==> src/rtl/pipelined_adder.sv <==
// Pipelined WIDTH-bit adder/subtractor: one SLICE-bit carry slice per stage,
// valid/ready flow control with whole-pipe stall, and N/Z/C/V result flags.
module pipelined_adder #(
    parameter int unsigned WIDTH  = 64,
    parameter int unsigned STAGES = 4
) (
    input  logic             clk,
    input  logic             reset,
    input  logic             in_valid,
    output logic             in_ready,
    input  logic [WIDTH-1:0] a,
    input  logic [WIDTH-1:0] b,
    input  logic             sub,
    input  logic             carry_in,
    output logic             out_valid,
    input  logic             out_ready,
    output logic [WIDTH-1:0] sum,
    output logic             flag_n,
    output logic             flag_z,
    output logic             flag_c,
    output logic             flag_v
);
    localparam int unsigned SLICE = WIDTH / STAGES;
    localparam int unsigned SW    = SLICE + 1;
    localparam int unsigned MSB   = WIDTH - 1;
    localparam int unsigned LAST  = STAGES - 1;

    if (STAGES < 1 || STAGES > WIDTH || (WIDTH % STAGES) != 0) begin : g_bad_params
        $error("pipelined_adder: WIDTH (%0d) must be a multiple of STAGES (%0d)", WIDTH, STAGES);
    end

    // Per-stage state: valid, carry out, running zero flag, skewed operands, partial sum
    logic [STAGES-1:0] vld_q;
    logic [STAGES-1:0] cy_q;
    logic [STAGES-1:0] zacc_q;
    logic [WIDTH-1:0]  opa_q  [STAGES];
    logic [WIDTH-1:0]  opb_q  [STAGES];
    logic [WIDTH-1:0]  part_q [STAGES];
    logic              ovf_q;

    logic [STAGES-1:0] src_v;
    logic [STAGES-1:0] src_c;
    logic [STAGES-1:0] src_z;
    logic [WIDTH-1:0]  src_a  [STAGES];
    logic [WIDTH-1:0]  src_b  [STAGES];
    logic [WIDTH-1:0]  src_p  [STAGES];
    logic [SLICE:0]    slice_sum [STAGES];
    logic [WIDTH-1:0]  part_d [STAGES];
    logic [STAGES-1:0] cy_d;
    logic [STAGES-1:0] zacc_d;
    logic              ovf_d;
    logic              advance;

    always_comb begin
        advance = !vld_q[LAST] || out_ready;

        // Stage 0 is fed from the ports; later stages from the previous stage registers
        src_v[0] = in_valid;
        src_c[0] = carry_in;
        src_z[0] = 1'b1;
        src_a[0] = a;
        src_b[0] = sub ? ~b : b;
        src_p[0] = '0;
        for (int k = 1; k < STAGES; k++) begin
            src_v[k] = vld_q[k-1];
            src_c[k] = cy_q[k-1];
            src_z[k] = zacc_q[k-1];
            src_a[k] = opa_q[k-1];
            src_b[k] = opb_q[k-1];
            src_p[k] = part_q[k-1];
        end

        for (int k = 0; k < STAGES; k++) begin
            slice_sum[k] = {1'b0, src_a[k][k*SLICE +: SLICE]}
                         + {1'b0, src_b[k][k*SLICE +: SLICE]}
                         + SW'(src_c[k]);
            part_d[k] = src_p[k];
            part_d[k][k*SLICE +: SLICE] = slice_sum[k][SLICE-1:0];
            cy_d[k]   = slice_sum[k][SLICE];
            zacc_d[k] = src_z[k] && (slice_sum[k][SLICE-1:0] == '0);
        end

        ovf_d = (src_a[LAST][MSB] == src_b[LAST][MSB]) &&
                (part_d[LAST][MSB] != src_a[LAST][MSB]);
    end

    // Whole pipe shifts together; data registers only load behind a valid transaction
    always_ff @(posedge clk) begin
        if (reset) begin
            vld_q  <= '0;
            cy_q   <= '0;
            zacc_q <= '0;
            ovf_q  <= 1'b0;
            for (int k = 0; k < STAGES; k++) begin
                opa_q[k]  <= '0;
                opb_q[k]  <= '0;
                part_q[k] <= '0;
            end
        end else if (advance) begin
            vld_q <= src_v;
            for (int k = 0; k < STAGES; k++) begin
                if (src_v[k]) begin
                    cy_q[k]   <= cy_d[k];
                    zacc_q[k] <= zacc_d[k];
                    opa_q[k]  <= src_a[k];
                    opb_q[k]  <= src_b[k];
                    part_q[k] <= part_d[k];
                end
            end
            if (src_v[LAST]) begin
                ovf_q <= ovf_d;
            end
        end
    end

    assign in_ready  = advance;
    assign out_valid = vld_q[LAST];
    assign sum       = part_q[LAST];
    assign flag_n    = part_q[LAST][MSB];
    assign flag_z    = zacc_q[LAST];
    assign flag_c    = cy_q[LAST];
    assign flag_v    = ovf_q;

endmodule

==> config.mk <==
export PLATFORM = sky130hd
export DESIGN_NAME = pipelined_adder
export DESIGN_NICKNAME = d
export VERILOG_FILES = /design/src/rtl/pipelined_adder.sv
export SDC_FILE = /design/constraint.sdc
export NUM_CORES = 1
export LEC_CHECK = 0
export ABC_AREA = 1
export CAP_MARGIN = 20
export CORE_MARGIN = 4
export CORE_UTILIZATION = 50
export DETAILED_ROUTE_END_ITERATION = 12
export PLACE_DENSITY_LB_ADDON = 0.25
export REMOVE_ABC_BUFFERS = 1
export SETUP_SLACK_MARGIN = 0.3
export SLEW_MARGIN = 10
export SYNTH_ARGS = -nofsm -noshare
export SYNTH_HDL_FRONTEND = slang
export SYNTH_SLANG_ARGS = --single-unit
==> constraint.sdc <==
create_clock -name clk -period 7.94 [get_ports clk]
set_input_delay 0.794 -clock clk [delete_from_list [all_inputs] [get_ports clk]]
set_output_delay 0.794 -clock clk [all_outputs]
set_load 0.01 [all_outputs]
Yosys cells after proc, flatten, opt, wreduce, memory -nomap -nowiden
Memory sizes are Yosys's and may differ from the RTL's.
Cells that the tools add are included.
{"block": "totals", "ram_bits": 768, "output_inout_bits": 70, "n_memories": 3, "register_bits": 13}
{"name": "opa_q", "depth": 4, "width": 64, "rd": 3, "rd_ports_with_merged_regs": 0, "write_ports": 4, "line_no": "36", "source": "logic [WIDTH-1:0] opa_q [STAGES];"}
{"name": "opb_q", "depth": 4, "width": 64, "rd": 3, "rd_ports_with_merged_regs": 0, "write_ports": 4, "line_no": "37", "source": "logic [WIDTH-1:0] opb_q [STAGES];"}
{"name": "part_q", "depth": 4, "width": 64, "rd": 4, "rd_ports_with_merged_regs": 0, "write_ports": 4, "line_no": "38", "source": "logic [WIDTH-1:0] part_q [STAGES];"}
{"block": "op_classes", "bitwise_logic": 13, "addsub": 8, "mux": 31, "n_eq_ne": 2, "n_reduce_logical": 14}
{"op": "two-way mux 64 bit", "count": 13}
{"op": "adder 16 x 16 -> 17 bit", "count": 4}
{"op": "adder 17 x 1 -> 17 bit", "count": 4}
{"op": "logical NOT 16 bit", "count": 4}
{"op": "inverter 64 bit", "count": 1}
{"op": "two-way mux 1 bit", "count": 18}
{"op": "bitwise OR 1 bit", "count": 12}
{"op": "AND reduction 2 bit", "count": 4}
{"op": "logical AND 1 bit", "count": 4}
{"op": "== test 1 bit", "count": 1}
{"op": "logical NOT 1 bit", "count": 1}
{"op": "logical OR 1 bit", "count": 1}
{"op": "!= test 1 bit", "count": 1}

Longest topological paths before layout
{"block": "depth", "word_depth": 6, "ltp_mapped": 18, "depth_no_buf": 16}

Least setup slack after synthesis
Ideal clock, no wire load.
{"block": "synth_path", "path_type": "input to register", "from": "input reset", "to": "memory opa_q[0][16] (enable)", "setup_slack_ns": 3.747, "path_buffers": 2, "t_arrival_ns": 3.189, "cell_stages": 4, "t_required_ns": 6.936, "cell_sequence": "buf_2 -> inv_2 -> clkbuf_1 -> nand2_1"}
{"element": "from (decl)", "line_no": "8", "source": "input logic reset,"}
{"element": "to (decl)", "line_no": "36"}

==> results.json <==
{
  "die_w_um": 199,
  "reg2reg_from": "vld_q[3]$_SDFFE_PP0N_",
  "synth_edf_count": 352,
  "worst_pin_slew_ns": 0.924,
  "rrSetupSlack_ns": 5.43,
  "finalMaxSlewViolations": 0,
  "fmax_ghz": 0.334,
  "yosysMostFrequentCell": "nor2_1",
  "met2_length_um": 17900,
  "cts_made_buffers": 38,
  "dp_cells": 2517,
  "endpoint_kind": "flop",
  "status": "completed",
  "wl_met3_um": 1690,
  "core_area_sq_mm": 0.0357,
  "vias": 12300,
  "rsz0062_at_grt": "no",
  "seq_area_frac_synth": 0.597,
  "tritoncts": "built",
  "fin_skew_ns": 0.0157,
  "synth-seq-cells": 365,
  "slew_headroom": 0.384,
  "hpwl_um": 25700,
  "drt_iter0_drc": 602,
  "synthTopCellsByCount": "nor2_1 (399), inv_1 (387), edfxtp_1 (352), nand2_1 (307), nand3_1 (74)",
  "critPathKind": "in2reg",
  "finalHoldViolations": 0,
  "synth_top_area_frac": 0.582,
  "ys_async_sr_fraction": 0,
  "hp-start": "zacc_q[2]$_SDFFE_PP0P_",
  "place_congestion": 0.822,
  "die_area_sq_mm": 0.0394,
  "clkLatencyLatePin_ns": 0.52,
  "synthTopCellsByArea": "edfxtp_1 (58%), nor2_1 (8.2%), inv_1 (8.0%)",
  "cp_max_fo": 78,
  "final_cells": 2592,
  "cts_hold_buf": 0,
  "cts.repair.resized": 0,
  "track_usage": 0.179,
  "setup_violations": 0,
  "leakage_nw": 9.66,
  "grt_pass1_vias": 11900,
  "cts_sinks": 365,
  "port_buffers": 203,
  "drive_gt1_frac": 0.0616,
  "path_clk_slew_ns": 0.06,
  "maxCapViolations": 0,
  "multi_input_area_sq_mm": 0.00568,
  "via_per_inst": 4.73,
  "met1_length_um": 15100,
  "io_pins": 204,
  "finalWorstPathRequiredPeriod_ns": 2.99,
  "yosys_warnings": 0,
  "finish.instance_area_sq_mm": 0.0220,
  "post_cts_buffers": 0,
  "top_layer_used": "met5",
  "wl_per_cell_um": 13.7,
  "synth_top_flop_cell": "edfxtp_1",
  "initial_core_util": 0.509,
  "cts-root-to-sink-buffers": 3,
  "overflow": 0,
  "grt_pass1_wl_um": 56900,
  "placed_area_sq_mm": 0.0206,
  "drc": 0,
  "ant_nets": 0,
  "floorplan.rows": 69,
  "worstPathArrival_ns": 3.39,
  "root_buffer": "clkbuf_16",
  "syn_inst": 1894,
  "synth_area_leader_cell": "edfxtp_1",
  "seqCellArea_sq_mm": 0.0108,
  "hold_end": "zacc_q[2]$_SDFFE_PP0P_",
  "synth.distinct_cells": 39,
  "h-tree-depth": 2,
  "fin_crit_sh": 0.377,
  "powerDensity_mw_per_mm2": 210,
  "grt_max_degree": 100,
  "reg2reg_depth": 12,
  "ir_drop_mv": 0.112,
  "nets": 2302,
  "areaGrowthSynthToFinish_pct": 20.9,
  "fillerInstances": 2988,
  "die-height_um": 199,
  "hold_path_class": "reg2reg",
  "finalPower_mw": 4.61,
  "routed_wl_um": 35500,
  "tns_ns": 0,
  "cp.required_ns": 8.34,
  "critPathLaunchType": "input port",
  "drtPass1Iterations": 5,
  "whs_path_depth": 2,
  "antenna_found_initial": 3,
  "syn_area_sq_mm": 0.0182,
  "syn_area_per_cell_sq_um": 9.59,
  "timing.rr.end": "zacc_q[0]$_SDFFE_PP0P_"
}
[through the flow]
stage	util	hold WS [ns]	worst slack, ns
2_1_floorplan	-	0.444	3.99
3_3_place_gp	0.579	0.465	4.49
3_5_place_dp	0.579	0.469	4.43
4_1_cts	0.613	0.477	4.96
5_1_grt	0.616	0.506	4.68
6_report	0.616	0.473	4.95
[critical path, cell delays in order]
cell	delay (ns)
clkdlybuf4s50_1	0.64
inv_2	0.27
nand2_4	0.41
buf_4	0.74
nor3_1	0.09
nand3_1	0.12
nor2_1	0.06
nand3_1	0.06
nor2_1	0.04
nand3_1	0.06
nand2_1	0.05
[flip-flops by register name (all words and copies together) (netlist names)]
signal and count:
flag_v 1, opb_q 96, zacc_q 4, opa_q 96
vld_q 4, part_q 160, cy_q 4
[how the worst max path moves through the flow]
stage | from | cells past startpoint | slack (ns) | to
6_report | reset | 11 | 4.95 | zacc_q[0]$_SDFFE_PP0P_
5_1_grt | reset | 11 | 4.68 | zacc_q[0]$_SDFFE_PP0P_
4_1_cts | reset | 11 | 4.96 | zacc_q[0]$_SDFFE_PP0P_
3_5_place_dp | reset | 11 | 4.43 | zacc_q[0]$_SDFFE_PP0P_
3_3_place_gp | reset | 11 | 4.49 | zacc_q[0]$_SDFFE_PP0P_
2_1_floorplan | out_ready | 4 | 3.99 | opa_q[0][16]$_SDFFCE_PN0P_
[report_power, final]
| part | switching [mW] | internal (mW) | leakage, nW |
|---|---|---|---|
| registers | 0.0375 | 2.25 | 3.87 |
| clock network | 0.690 | 1.01 | 0.596 |
| logic | 0.377 | 0.256 | 5.20 |
| total | 1.10 | 3.51 | 9.66 |
[placed cells by master, fill, tap and decap left out, drive strengths merged]
cell / count
nor2: 404
inv: 396
edfxtp: 352
nand2: 331
clkdlybuf4s50: 202
nand3: 81
a21oi: 61
ha: 60
xnor2: 54
clkbuf: 51
xor2: 19
nand4: 16
nand3b: 14
clkinv: 14
dfxtp: 13
o21ai: 10
buf: 10
fa: 8
nor3: 7
diode: 3
o21bai: 3
o31ai: 3
and2: 3
or2: 3
a31oi: 2
a21o: 2
o21a: 2
clkinvlp: 2
and3: 1
a211oi: 1
o311a: 1
o2111ai: 1
bufinv: 1
[per-layer routing]
layer,up-vias,global-route usage
met3,57,0.0301
met1,5609,0.224
met4,2,0.0486
met2,223,0.324
li1,6369,-
met5,-,0
[cell families after synthesis]
| group | count (synthesis) | share of synthesized area |
|---|---|---|
| simple gates | 860 | 0.197 |
| buf+inv | 442 | 0.0934 |
| flops | 365 | 0.597 |
| compound gates | 86 | 0.0277 |
| xor+xnor | 73 | 0.0352 |
| fa+ha+maj | 68 | 0.0502 |
[final cells by class]
type / instances / share of cell area
inverter: 396 / 0.0677
clock buffer: 51 / 0.0503
multi-input combinational: 1087 / 0.259
antenna: 3 / 0.000342
timing repair buffer: 212 / 0.0988
tap: 461 / 0.0263
clock inverter: 17 / 0.00490
sequential: 365 / 0.493
(Power assumes the default switching activity.)
